### src/rtl/fetch_pkg.sv
// Shared types for the fetch -> decode group pipeline.
//   fd_lane_t  : one lane of a fetch group (instruction, PC, immediate,
//                taken prediction, predicted-target PC, history snapshot)
//   fd_group_t : lane mask + three lanes + group RAS top-of-stack checkpoint
//   fd_state_e : occupancy FSM of fetch_decode_pipe (encoding == held groups)
package fetch_pkg;

    localparam int DATA_WIDTH  = 32;
    localparam int ENTRIES     = 32;
    localparam int INDEX_WIDTH = $clog2(ENTRIES);
    localparam int GHIST_WIDTH = INDEX_WIDTH + 3;

    typedef struct packed {
        logic [DATA_WIDTH-1:0]  instr;
        logic [DATA_WIDTH-1:0]  pc;
        logic [DATA_WIDTH-1:0]  imm;
        logic                   bp;
        logic [DATA_WIDTH-1:0]  pc_at_pred;
        logic [GHIST_WIDTH-1:0] ghist;
    } fd_lane_t;

    typedef struct packed {
        logic [2:0]     mask;
        fd_lane_t [2:0] lane;
        logic [2:0]     ras_tos;
    } fd_group_t;

    typedef enum logic [1:0] {
        FD_EMPTY = 2'd0,
        FD_ONE   = 2'd1,
        FD_FULL  = 2'd2
    } fd_state_e;

    // Lane masks are always filled from lane 0 upward.
    function automatic logic is_thermo(input logic [2:0] m);
        return (m == 3'b000) || (m == 3'b001) || (m == 3'b011) || (m == 3'b111);
    endfunction

endpackage

### src/rtl/fetch_decode_pipe_if.sv
// Buffer-side and decode-side signals of fetch_decode_pipe.
//   master : the environment (instruction buffer + decode) driving *_i
//   slave  : fetch_decode_pipe, driving *_o
interface fetch_decode_pipe_if;
    import fetch_pkg::*;

    logic                   flush_i;
    logic [2:0]             buf_valid_i;
    logic [2:0]             buf_ready_o;
    logic [DATA_WIDTH-1:0]  instruction_i_0, instruction_i_1, instruction_i_2;
    logic [DATA_WIDTH-1:0]  pc_i_0, pc_i_1, pc_i_2;
    logic [DATA_WIDTH-1:0]  imm_i_0, imm_i_1, imm_i_2;
    logic                   branch_prediction_i_0, branch_prediction_i_1, branch_prediction_i_2;
    logic [DATA_WIDTH-1:0]  pc_at_prediction_i_0, pc_at_prediction_i_1, pc_at_prediction_i_2;
    logic [GHIST_WIDTH-1:0] global_history_i_0, global_history_i_1, global_history_i_2;
    logic [2:0]             ras_tos_checkpoint_i;

    logic                   dec_ready_i;
    logic [2:0]             dec_valid_o;
    logic [DATA_WIDTH-1:0]  instruction_o_0, instruction_o_1, instruction_o_2;
    logic [DATA_WIDTH-1:0]  pc_o_0, pc_o_1, pc_o_2;
    logic [DATA_WIDTH-1:0]  imm_o_0, imm_o_1, imm_o_2;
    logic                   branch_prediction_o_0, branch_prediction_o_1, branch_prediction_o_2;
    logic [DATA_WIDTH-1:0]  pc_at_prediction_o_0, pc_at_prediction_o_1, pc_at_prediction_o_2;
    logic [GHIST_WIDTH-1:0] global_history_o_0, global_history_o_1, global_history_o_2;
    logic [2:0]             ras_tos_checkpoint_o;
    logic [1:0]             occupancy_o;

    modport master (
        output flush_i, buf_valid_i,
               instruction_i_0, instruction_i_1, instruction_i_2,
               pc_i_0, pc_i_1, pc_i_2, imm_i_0, imm_i_1, imm_i_2,
               branch_prediction_i_0, branch_prediction_i_1, branch_prediction_i_2,
               pc_at_prediction_i_0, pc_at_prediction_i_1, pc_at_prediction_i_2,
               global_history_i_0, global_history_i_1, global_history_i_2,
               ras_tos_checkpoint_i, dec_ready_i,
        input  buf_ready_o, dec_valid_o,
               instruction_o_0, instruction_o_1, instruction_o_2,
               pc_o_0, pc_o_1, pc_o_2, imm_o_0, imm_o_1, imm_o_2,
               branch_prediction_o_0, branch_prediction_o_1, branch_prediction_o_2,
               pc_at_prediction_o_0, pc_at_prediction_o_1, pc_at_prediction_o_2,
               global_history_o_0, global_history_o_1, global_history_o_2,
               ras_tos_checkpoint_o, occupancy_o
    );

    modport slave (
        input  flush_i, buf_valid_i,
               instruction_i_0, instruction_i_1, instruction_i_2,
               pc_i_0, pc_i_1, pc_i_2, imm_i_0, imm_i_1, imm_i_2,
               branch_prediction_i_0, branch_prediction_i_1, branch_prediction_i_2,
               pc_at_prediction_i_0, pc_at_prediction_i_1, pc_at_prediction_i_2,
               global_history_i_0, global_history_i_1, global_history_i_2,
               ras_tos_checkpoint_i, dec_ready_i,
        output buf_ready_o, dec_valid_o,
               instruction_o_0, instruction_o_1, instruction_o_2,
               pc_o_0, pc_o_1, pc_o_2, imm_o_0, imm_o_1, imm_o_2,
               branch_prediction_o_0, branch_prediction_o_1, branch_prediction_o_2,
               pc_at_prediction_o_0, pc_at_prediction_o_1, pc_at_prediction_o_2,
               global_history_o_0, global_history_o_1, global_history_o_2,
               ras_tos_checkpoint_o, occupancy_o
    );

endinterface

### src/rtl/fd_group_reg.sv
// One fetch-group slot (used for HEAD and SKID).
//   clk, reset : clock, asynchronous active-low reset
//   load       : capture d (mask + payload)
//   clear      : invalidate the slot by zeroing the mask only; wins over load
//   d, q       : group in / registered group out
module fd_group_reg
    import fetch_pkg::*;
(
    input  logic      clk,
    input  logic      reset,
    input  logic      load,
    input  logic      clear,
    input  fd_group_t d,
    output fd_group_t q
);

    // NOTE: payload flops are reset along with the mask because decode must
    // see all-zero outputs while the pipe is held in reset.
    // NOTE: non-blocking assignments so every slot samples pre-edge values;
    // HEAD<=SKID and SKID-clear happen in the same cycle.
    always_ff @(posedge clk or negedge reset) begin
        if (!reset) begin
            q <= '0;
        end else if (clear) begin
            q.mask <= 3'b000;
        end else if (load) begin
            q <= d;
        end
    end

endmodule

### src/rtl/fetch_decode_pipe.sv
// 3-lane group pipeline register with a one-group skid between the fetch
// instruction buffer and the 3-wide decode stage.
//   clk, reset : clock, asynchronous active-low reset
//   bus        : fetch_decode_pipe_if.slave
//                buffer side: flush_i, buf_valid_i, buf_ready_o, lane payload *_i_0..2,
//                             ras_tos_checkpoint_i
//                decode side: dec_ready_i, dec_valid_o, lane payload *_o_0..2,
//                             ras_tos_checkpoint_o, occupancy_o
// Decode sees HEAD flops directly. The buffer is told "ready" only while a
// slot is guaranteed free, so decode's stall never reaches the buffer
// combinationally; SKID absorbs the group that arrives during a stall.
module fetch_decode_pipe
    import fetch_pkg::*;
(
    input  logic               clk,
    input  logic               reset,
    fetch_decode_pipe_if.slave bus
);

    fd_state_e  state, state_nxt;
    fd_group_t  in_grp, head_d, head_q, skid_q;
    logic       head_load, head_clear, head_from_skid;
    logic       skid_load, skid_clear;
    logic [2:0] buf_ready;
    logic       push, pop;

    // Incoming group, mask stored exactly as received.
    assign in_grp.mask               = bus.buf_valid_i;
    assign in_grp.ras_tos            = bus.ras_tos_checkpoint_i;
    assign in_grp.lane[0].instr      = bus.instruction_i_0;
    assign in_grp.lane[0].pc         = bus.pc_i_0;
    assign in_grp.lane[0].imm        = bus.imm_i_0;
    assign in_grp.lane[0].bp         = bus.branch_prediction_i_0;
    assign in_grp.lane[0].pc_at_pred = bus.pc_at_prediction_i_0;
    assign in_grp.lane[0].ghist      = bus.global_history_i_0;
    assign in_grp.lane[1].instr      = bus.instruction_i_1;
    assign in_grp.lane[1].pc         = bus.pc_i_1;
    assign in_grp.lane[1].imm        = bus.imm_i_1;
    assign in_grp.lane[1].bp         = bus.branch_prediction_i_1;
    assign in_grp.lane[1].pc_at_pred = bus.pc_at_prediction_i_1;
    assign in_grp.lane[1].ghist      = bus.global_history_i_1;
    assign in_grp.lane[2].instr      = bus.instruction_i_2;
    assign in_grp.lane[2].pc         = bus.pc_i_2;
    assign in_grp.lane[2].imm        = bus.imm_i_2;
    assign in_grp.lane[2].bp         = bus.branch_prediction_i_2;
    assign in_grp.lane[2].pc_at_pred = bus.pc_at_prediction_i_2;
    assign in_grp.lane[2].ghist      = bus.global_history_i_2;

    // Ready depends on state, flush and reset only, never on dec_ready_i.
    assign buf_ready = (state != FD_FULL && !bus.flush_i && reset) ? 3'b111 : 3'b000;
    assign push      = |(bus.buf_valid_i & buf_ready);
    assign pop       = (head_q.mask != 3'b000) && bus.dec_ready_i;

    always_ff @(posedge clk or negedge reset) begin
        if (!reset) begin
            state <= FD_EMPTY;
        end else begin
            state <= state_nxt;
        end
    end

    // NOTE: every output of this block gets a default first so no path
    // leaves a signal unassigned (which would infer a latch).
    always_comb begin
        state_nxt      = state;
        head_load      = 1'b0;
        head_clear     = 1'b0;
        head_from_skid = 1'b0;
        skid_load      = 1'b0;
        skid_clear     = 1'b0;
        if (bus.flush_i) begin
            // Flush beats everything: a concurrent pop is ignored and push is
            // already blocked by buf_ready.
            state_nxt  = FD_EMPTY;
            head_clear = 1'b1;
            skid_clear = 1'b1;
        end else begin
            unique case (state)
                FD_EMPTY: begin
                    if (push) begin
                        state_nxt = FD_ONE;
                        head_load = 1'b1;
                    end
                end
                FD_ONE: begin
                    if (push && pop) begin
                        head_load = 1'b1;
                    end else if (push) begin
                        state_nxt = FD_FULL;
                        skid_load = 1'b1;
                    end else if (pop) begin
                        state_nxt  = FD_EMPTY;
                        head_clear = 1'b1;
                    end
                end
                FD_FULL: begin
                    if (pop) begin
                        state_nxt      = FD_ONE;
                        head_load      = 1'b1;
                        head_from_skid = 1'b1;
                        skid_clear     = 1'b1;
                    end
                end
                default: begin
                    state_nxt  = FD_EMPTY;
                    head_clear = 1'b1;
                    skid_clear = 1'b1;
                end
            endcase
        end
    end

    assign head_d = head_from_skid ? skid_q : in_grp;

    fd_group_reg u_head (
        .clk   (clk),
        .reset (reset),
        .load  (head_load),
        .clear (head_clear),
        .d     (head_d),
        .q     (head_q)
    );

    fd_group_reg u_skid (
        .clk   (clk),
        .reset (reset),
        .load  (skid_load),
        .clear (skid_clear),
        .d     (in_grp),
        .q     (skid_q)
    );

    assign bus.buf_ready_o           = buf_ready;
    assign bus.occupancy_o           = state;
    assign bus.dec_valid_o           = head_q.mask;
    assign bus.ras_tos_checkpoint_o  = head_q.ras_tos;
    assign bus.instruction_o_0       = head_q.lane[0].instr;
    assign bus.pc_o_0                = head_q.lane[0].pc;
    assign bus.imm_o_0               = head_q.lane[0].imm;
    assign bus.branch_prediction_o_0 = head_q.lane[0].bp;
    assign bus.pc_at_prediction_o_0  = head_q.lane[0].pc_at_pred;
    assign bus.global_history_o_0    = head_q.lane[0].ghist;
    assign bus.instruction_o_1       = head_q.lane[1].instr;
    assign bus.pc_o_1                = head_q.lane[1].pc;
    assign bus.imm_o_1               = head_q.lane[1].imm;
    assign bus.branch_prediction_o_1 = head_q.lane[1].bp;
    assign bus.pc_at_prediction_o_1  = head_q.lane[1].pc_at_pred;
    assign bus.global_history_o_1    = head_q.lane[1].ghist;
    assign bus.instruction_o_2       = head_q.lane[2].instr;
    assign bus.pc_o_2                = head_q.lane[2].pc;
    assign bus.imm_o_2               = head_q.lane[2].imm;
    assign bus.branch_prediction_o_2 = head_q.lane[2].bp;
    assign bus.pc_at_prediction_o_2  = head_q.lane[2].pc_at_pred;
    assign bus.global_history_o_2    = head_q.lane[2].ghist;

    a_buf_valid_thermo: assert property (@(posedge clk) disable iff (!reset)
        is_thermo(bus.buf_valid_i));
    a_dec_valid_thermo: assert property (@(posedge clk) disable iff (!reset)
        is_thermo(head_q.mask));
    a_buf_ready_all_or_none: assert property (@(posedge clk) disable iff (!reset)
        (buf_ready == 3'b000) || (buf_ready == 3'b111));
    a_no_push_when_full: assert property (@(posedge clk) disable iff (!reset)
        !(state == FD_FULL && push));

endmodule

### src/flat_wrapper.sv
// flat-port wrapper written by rule: the top's interface ports become plain ports
module fetch_decode_pipe_flat import fetch_pkg::*;
  (clk, reset, bus_flush_i, bus_buf_valid_i, bus_instruction_i_0, bus_instruction_i_1, bus_instruction_i_2, bus_pc_i_0, bus_pc_i_1, bus_pc_i_2, bus_imm_i_0, bus_imm_i_1, bus_imm_i_2, bus_branch_prediction_i_0, bus_branch_prediction_i_1, bus_branch_prediction_i_2, bus_pc_at_prediction_i_0, bus_pc_at_prediction_i_1, bus_pc_at_prediction_i_2, bus_global_history_i_0, bus_global_history_i_1, bus_global_history_i_2, bus_ras_tos_checkpoint_i, bus_dec_ready_i, bus_buf_ready_o, bus_dec_valid_o, bus_instruction_o_0, bus_instruction_o_1, bus_instruction_o_2, bus_pc_o_0, bus_pc_o_1, bus_pc_o_2, bus_imm_o_0, bus_imm_o_1, bus_imm_o_2, bus_branch_prediction_o_0, bus_branch_prediction_o_1, bus_branch_prediction_o_2, bus_pc_at_prediction_o_0, bus_pc_at_prediction_o_1, bus_pc_at_prediction_o_2, bus_global_history_o_0, bus_global_history_o_1, bus_global_history_o_2, bus_ras_tos_checkpoint_o, bus_occupancy_o);
  fetch_decode_pipe_if bus_i ();
  input  logic clk;
  input  logic reset;
  input wire logic [$bits(bus_i.flush_i)-1:0] bus_flush_i;
  input wire logic [$bits(bus_i.buf_valid_i)-1:0] bus_buf_valid_i;
  input wire logic [$bits(bus_i.instruction_i_0)-1:0] bus_instruction_i_0;
  input wire logic [$bits(bus_i.instruction_i_1)-1:0] bus_instruction_i_1;
  input wire logic [$bits(bus_i.instruction_i_2)-1:0] bus_instruction_i_2;
  input wire logic [$bits(bus_i.pc_i_0)-1:0] bus_pc_i_0;
  input wire logic [$bits(bus_i.pc_i_1)-1:0] bus_pc_i_1;
  input wire logic [$bits(bus_i.pc_i_2)-1:0] bus_pc_i_2;
  input wire logic [$bits(bus_i.imm_i_0)-1:0] bus_imm_i_0;
  input wire logic [$bits(bus_i.imm_i_1)-1:0] bus_imm_i_1;
  input wire logic [$bits(bus_i.imm_i_2)-1:0] bus_imm_i_2;
  input wire logic [$bits(bus_i.branch_prediction_i_0)-1:0] bus_branch_prediction_i_0;
  input wire logic [$bits(bus_i.branch_prediction_i_1)-1:0] bus_branch_prediction_i_1;
  input wire logic [$bits(bus_i.branch_prediction_i_2)-1:0] bus_branch_prediction_i_2;
  input wire logic [$bits(bus_i.pc_at_prediction_i_0)-1:0] bus_pc_at_prediction_i_0;
  input wire logic [$bits(bus_i.pc_at_prediction_i_1)-1:0] bus_pc_at_prediction_i_1;
  input wire logic [$bits(bus_i.pc_at_prediction_i_2)-1:0] bus_pc_at_prediction_i_2;
  input wire logic [$bits(bus_i.global_history_i_0)-1:0] bus_global_history_i_0;
  input wire logic [$bits(bus_i.global_history_i_1)-1:0] bus_global_history_i_1;
  input wire logic [$bits(bus_i.global_history_i_2)-1:0] bus_global_history_i_2;
  input wire logic [$bits(bus_i.ras_tos_checkpoint_i)-1:0] bus_ras_tos_checkpoint_i;
  input wire logic [$bits(bus_i.dec_ready_i)-1:0] bus_dec_ready_i;
  output wire logic [$bits(bus_i.buf_ready_o)-1:0] bus_buf_ready_o;
  output wire logic [$bits(bus_i.dec_valid_o)-1:0] bus_dec_valid_o;
  output wire logic [$bits(bus_i.instruction_o_0)-1:0] bus_instruction_o_0;
  output wire logic [$bits(bus_i.instruction_o_1)-1:0] bus_instruction_o_1;
  output wire logic [$bits(bus_i.instruction_o_2)-1:0] bus_instruction_o_2;
  output wire logic [$bits(bus_i.pc_o_0)-1:0] bus_pc_o_0;
  output wire logic [$bits(bus_i.pc_o_1)-1:0] bus_pc_o_1;
  output wire logic [$bits(bus_i.pc_o_2)-1:0] bus_pc_o_2;
  output wire logic [$bits(bus_i.imm_o_0)-1:0] bus_imm_o_0;
  output wire logic [$bits(bus_i.imm_o_1)-1:0] bus_imm_o_1;
  output wire logic [$bits(bus_i.imm_o_2)-1:0] bus_imm_o_2;
  output wire logic [$bits(bus_i.branch_prediction_o_0)-1:0] bus_branch_prediction_o_0;
  output wire logic [$bits(bus_i.branch_prediction_o_1)-1:0] bus_branch_prediction_o_1;
  output wire logic [$bits(bus_i.branch_prediction_o_2)-1:0] bus_branch_prediction_o_2;
  output wire logic [$bits(bus_i.pc_at_prediction_o_0)-1:0] bus_pc_at_prediction_o_0;
  output wire logic [$bits(bus_i.pc_at_prediction_o_1)-1:0] bus_pc_at_prediction_o_1;
  output wire logic [$bits(bus_i.pc_at_prediction_o_2)-1:0] bus_pc_at_prediction_o_2;
  output wire logic [$bits(bus_i.global_history_o_0)-1:0] bus_global_history_o_0;
  output wire logic [$bits(bus_i.global_history_o_1)-1:0] bus_global_history_o_1;
  output wire logic [$bits(bus_i.global_history_o_2)-1:0] bus_global_history_o_2;
  output wire logic [$bits(bus_i.ras_tos_checkpoint_o)-1:0] bus_ras_tos_checkpoint_o;
  output wire logic [$bits(bus_i.occupancy_o)-1:0] bus_occupancy_o;
  assign bus_i.flush_i = bus_flush_i;
  assign bus_i.buf_valid_i = bus_buf_valid_i;
  assign bus_i.instruction_i_0 = bus_instruction_i_0;
  assign bus_i.instruction_i_1 = bus_instruction_i_1;
  assign bus_i.instruction_i_2 = bus_instruction_i_2;
  assign bus_i.pc_i_0 = bus_pc_i_0;
  assign bus_i.pc_i_1 = bus_pc_i_1;
  assign bus_i.pc_i_2 = bus_pc_i_2;
  assign bus_i.imm_i_0 = bus_imm_i_0;
  assign bus_i.imm_i_1 = bus_imm_i_1;
  assign bus_i.imm_i_2 = bus_imm_i_2;
  assign bus_i.branch_prediction_i_0 = bus_branch_prediction_i_0;
  assign bus_i.branch_prediction_i_1 = bus_branch_prediction_i_1;
  assign bus_i.branch_prediction_i_2 = bus_branch_prediction_i_2;
  assign bus_i.pc_at_prediction_i_0 = bus_pc_at_prediction_i_0;
  assign bus_i.pc_at_prediction_i_1 = bus_pc_at_prediction_i_1;
  assign bus_i.pc_at_prediction_i_2 = bus_pc_at_prediction_i_2;
  assign bus_i.global_history_i_0 = bus_global_history_i_0;
  assign bus_i.global_history_i_1 = bus_global_history_i_1;
  assign bus_i.global_history_i_2 = bus_global_history_i_2;
  assign bus_i.ras_tos_checkpoint_i = bus_ras_tos_checkpoint_i;
  assign bus_i.dec_ready_i = bus_dec_ready_i;
  assign bus_buf_ready_o = bus_i.buf_ready_o;
  assign bus_dec_valid_o = bus_i.dec_valid_o;
  assign bus_instruction_o_0 = bus_i.instruction_o_0;
  assign bus_instruction_o_1 = bus_i.instruction_o_1;
  assign bus_instruction_o_2 = bus_i.instruction_o_2;
  assign bus_pc_o_0 = bus_i.pc_o_0;
  assign bus_pc_o_1 = bus_i.pc_o_1;
  assign bus_pc_o_2 = bus_i.pc_o_2;
  assign bus_imm_o_0 = bus_i.imm_o_0;
  assign bus_imm_o_1 = bus_i.imm_o_1;
  assign bus_imm_o_2 = bus_i.imm_o_2;
  assign bus_branch_prediction_o_0 = bus_i.branch_prediction_o_0;
  assign bus_branch_prediction_o_1 = bus_i.branch_prediction_o_1;
  assign bus_branch_prediction_o_2 = bus_i.branch_prediction_o_2;
  assign bus_pc_at_prediction_o_0 = bus_i.pc_at_prediction_o_0;
  assign bus_pc_at_prediction_o_1 = bus_i.pc_at_prediction_o_1;
  assign bus_pc_at_prediction_o_2 = bus_i.pc_at_prediction_o_2;
  assign bus_global_history_o_0 = bus_i.global_history_o_0;
  assign bus_global_history_o_1 = bus_i.global_history_o_1;
  assign bus_global_history_o_2 = bus_i.global_history_o_2;
  assign bus_ras_tos_checkpoint_o = bus_i.ras_tos_checkpoint_o;
  assign bus_occupancy_o = bus_i.occupancy_o;
  fetch_decode_pipe u_core (.clk(clk), .reset(reset), .bus(bus_i));
endmodule
### config.mk
export PLATFORM = sky130hd
export DESIGN_NAME = fetch_decode_pipe_flat
export DESIGN_NICKNAME = d
export VERILOG_FILES = /design/src/rtl/fetch_pkg.sv /design/src/rtl/fetch_decode_pipe_if.sv /design/src/rtl/fd_group_reg.sv /design/src/rtl/fetch_decode_pipe.sv /design/src/flat_wrapper.sv
export SDC_FILE = /design/constraint.sdc
export NUM_CORES = 1
export LEC_CHECK = 0
export CAP_MARGIN = 20
export CORE_AREA = 4 4 324 326
export DETAILED_ROUTE_END_ITERATION = 6
export DIE_AREA = 0 0 328 330
export SLEW_MARGIN = 30
export SYNTH_ARGS = -nofsm -noshare
export SYNTH_HDL_FRONTEND = slang
export SYNTH_SLANG_ARGS = --single-unit
### constraint.sdc
create_clock -name clk -period 2.7 [get_ports clk]
set_clock_uncertainty 0.1 [all_clocks]
set_input_delay 0.54 -clock clk [delete_from_list [all_inputs] [get_ports clk]]
set_output_delay 0.54 -clock clk [all_outputs]
set_load 0.02 [all_outputs]
==> flow_summary.ini <==
[grt]
grt_pass1_vias = 24600
track_usage_pct = 18.6
gr-total-overflow = 0
grt_start_max_net_pins = 189
antenna_found_initial = 50
grt_pass1_wl_um = 154000

[yosys]
synth_adder_area_share_pct = 0
synth_ff_type = dfrtp_1
synth_edf_count = 0
synthXorXnorAreaFrac_pct = 0.0243
ys_seq_area_share_pct = 58.1
async_flop_share_pct = 100
ys_ff_latch = 836
yosys.cell_types.count = 25
synth_compound_area_share_pct = 0.306
syn_inst = 2249
postSynthAreaPerCell_sq_um = 16.0
synth_nets = 2670
synth_area_sq_mm = 0.0360
yosys_warnings = 0
synth-simple-area-share_pct = 0.181
muxShareOfSynthArea_pct = 39.0
synth_top_family_by_area = multiplexers

[floorplanning]
die_w_um = 328
initial_utilization_pct = 35.4
num_rows = 117
dieHeight_um = 330
coreArea_sq_mm = 0.102
fp.dieArea_sq_mm = 0.108
pin_count = 843

[placed_design]
placed_area_sq_mm = 0.0466
dp_cells = 4415
io_buffers = 842
post-dp-hpwl_um = 75500
place_congestion = 0.814

[clocking]
cts_tree = yes
cts_buffers = 94
cts_setup_buffers = 0
cts_sinks = 836
clockRootBuffer = clkbuf_16
clk_pin_slew_worst_paths_ns = 0.06
clock_latency_ns = 0.65
htree_levels = 3
clk_path_buf_depth = 3

[setup_path]
worstPathRequired_ns = 2.06
slowest_delay_ns = 0.43
worstPathCellList = nand2b_1 -> nor2b_1 -> buf_4 -> dlygate4sd2_1
start_kind = flop
end_kind = output port
cp_max_fo = 6
crit_slowest_cell = dfrtp_1
path_class = flop to output port
cp_data_arrival_time_ns = 1.95

[sta]
setup_violations = 0
fmax_mhz = 386
min_period_ns = 2.59
hold_viol_final = 0
slew_headroom_pct = 52.2
final_max_slew_viol_count = 0
fin_setup_tns_ns = 0
grt_setup_unrepaired = yes
period_share_pct = 96.0
tightestPinTransition_ns = 0.717

[pwr]
p_total_w = 0.0473
p_leak_nw = 20.7
vdd_drop_max_mv = 0.512
power.density_mw_per_mm2 = 944

[cells_and_area]
multiInputGateArea_sq_mm = 0.0142
n_fill_cell = 8704
seq_area_sq_mm = 0.0209
nets = 3567
postLayoutCellArea_sq_mm = 0.0501
drive_gt1_share_pct = 43.6
finalNonFillerCells = 4624
area_growth_pct = 39.2

[job]
drv_cap = 0

[route]
via_per_inst = 4.77
drc_errors = 0
firstDrtPassIters = 4
vias = 22100
ant_nets = 0
wl_um = 103000
avgRoutedWirePerCell_um = 22.3
drt_iter0_markers = 670

[worst_hold_path]
hold_path_class = input port to flop

[run_status]
outcome = finished, final reports clean
[Yosys cell counts, types with 2 or more instances]
cell type  count  share of area [%]
clkbuf_1       6              0.063
buf_4         30               0.63
o31ai_1        2              0.042
a22o_1         6               0.15
nand2b_1       3              0.052
buf_2         93                1.3
mux2_1       100                3.1
buf_6         12               0.38
dfrtp_1      836                 58
nor2_1         2              0.021
mux2_2      1145                 36
[metrics by stage]
step	setup WS [ns]	hold WS, ns	util [%]
floorplan	0.311	0.144	-
detailed placement	-0.316	0.387	45.8
finish	0.107	0.339	49.2
CTS	0.0396	0.290	49.1
global placement	-0.281	0.380	45.8
global route	-0.00648	0.345	49.2
[worst paths after layout]
| path | startpoint | endpoint | slack (ns) | cells past startpoint |
|---|---|---|---|---|
| min | reset | u_core.bus.occupancy_o[1]$_DFFE_PN0P_ | 0.34 | 4 |
| max reg2reg | u_core.u_head.q[415]$_DFFE_PN0P_ | u_core.u_head.q[270]$_DFFE_PN0P_ | 0.19 | 6 |
| min in group asynchronous | reset | u_core.bus.occupancy_o[0]$_DFFE_PN0P_ | 0.65 | 3 |
| max | u_core.bus.occupancy_o[0]$_DFFE_PN0P_ | bus_buf_ready_o[0] | 0.11 | 4 |
| max in group asynchronous | reset | u_core.u_skid.q[93]$_DFFE_PN0P_ | 0.34 | 5 |
| min reg2reg | u_core.u_skid.q[36]$_DFFE_PN0P_ | u_core.u_skid.q[36]$_DFFE_PN0P_ | 0.40 | 1 |
[cells in the final DEF, fill, tap and decap left out, types with 2 or more instances in the layout]
cell / Yosys / final
mux2_1: 100 / 100
buf_16: 0 / 2
clkbuf_16: 0 / 95
dfrtp_1: 836 / 836
o31ai_1: 2 / 2
nand2b_1: 3 / 3
buf_4: 30 / 51
bufinv_16: 0 / 17
mux2_2: 1145 / 1145
clkbuf_8: 0 / 15
diode_2: 0 / 32
inv_6: 0 / 3
dlygate4sd2_1: 0 / 2
clkbuf_1: 6 / 17
buf_12: 0 / 45
a22o_1: 6 / 6
clkdlybuf4s50_1: 0 / 838
clkinv_8: 0 / 2
clkinv_2: 0 / 21
clkinvlp_4: 0 / 3
[power breakdown]
| part | total, W | switching [W] | internal [W] | leakage (nW) |
|---|---|---|---|---|
| combinational | 0.0137 | 0.00594 | 0.00776 | 9.01 |
| sequential | 0.0198 | 0.00248 | 0.0174 | 10.0 |
| clock | 0.0137 | 0.00524 | 0.00851 | 1.65 |
| total | 0.0473 | 0.0137 | 0.0336 | 20.7 |
[per-layer routing]
| metal | track usage [%] | vias up | wire [um] |
|---|---|---|---|
| li1 | - | 9973 | - |
| met1 | 20.8 | 11200 | 38600 |
| met2 | 31.4 | 663 | 51200 |
| met3 | 7.57 | 188 | 9640 |
| met4 | 8.00 | 28 | 3410 |
| met5 | 0 | - | 176 |
[registers in the layout, summed over array words and instances (netlist names)]
name and cells:
u_core.u_head.q 417, u_core.bus.occupancy_o 2, u_core.u_skid.q 417
[cell families after synthesis]
logic type	after synthesis
AOI/OAI and AO/OA	14
xor gates and xnor gates	1
buffers and inverters	141
DFF	836
muxes	1246
and+or+nand+nor	11
[critical path: cells and delay by family (launching register included)]
family / cells / cell delay (ns)
simple gates: 2 / 0.37
flops: 1 / 0.43
buf+inv: 2 / 0.51
[final cells by class]
type / count / area share, %
Sequential cell: 836 / 41.8
Multi-Input combinational cell: 1272 / 28.4
Timing Repair Buffer: 942 / 19.5
Clock buffer: 127 / 5.29
Tap cell: 1368 / 3.42
Clock inverter: 47 / 1.41
Antenna cell: 32 / 0.160
[timing repair]
item,in CTS,in global routing
hold endpoints to repair,118,0
resized for setup,3,1
endpoints found under the setup margin,3,3
hold buffers,1,0
pin swaps,0,0
Note: power is estimated with default switching activity, not from simulation.
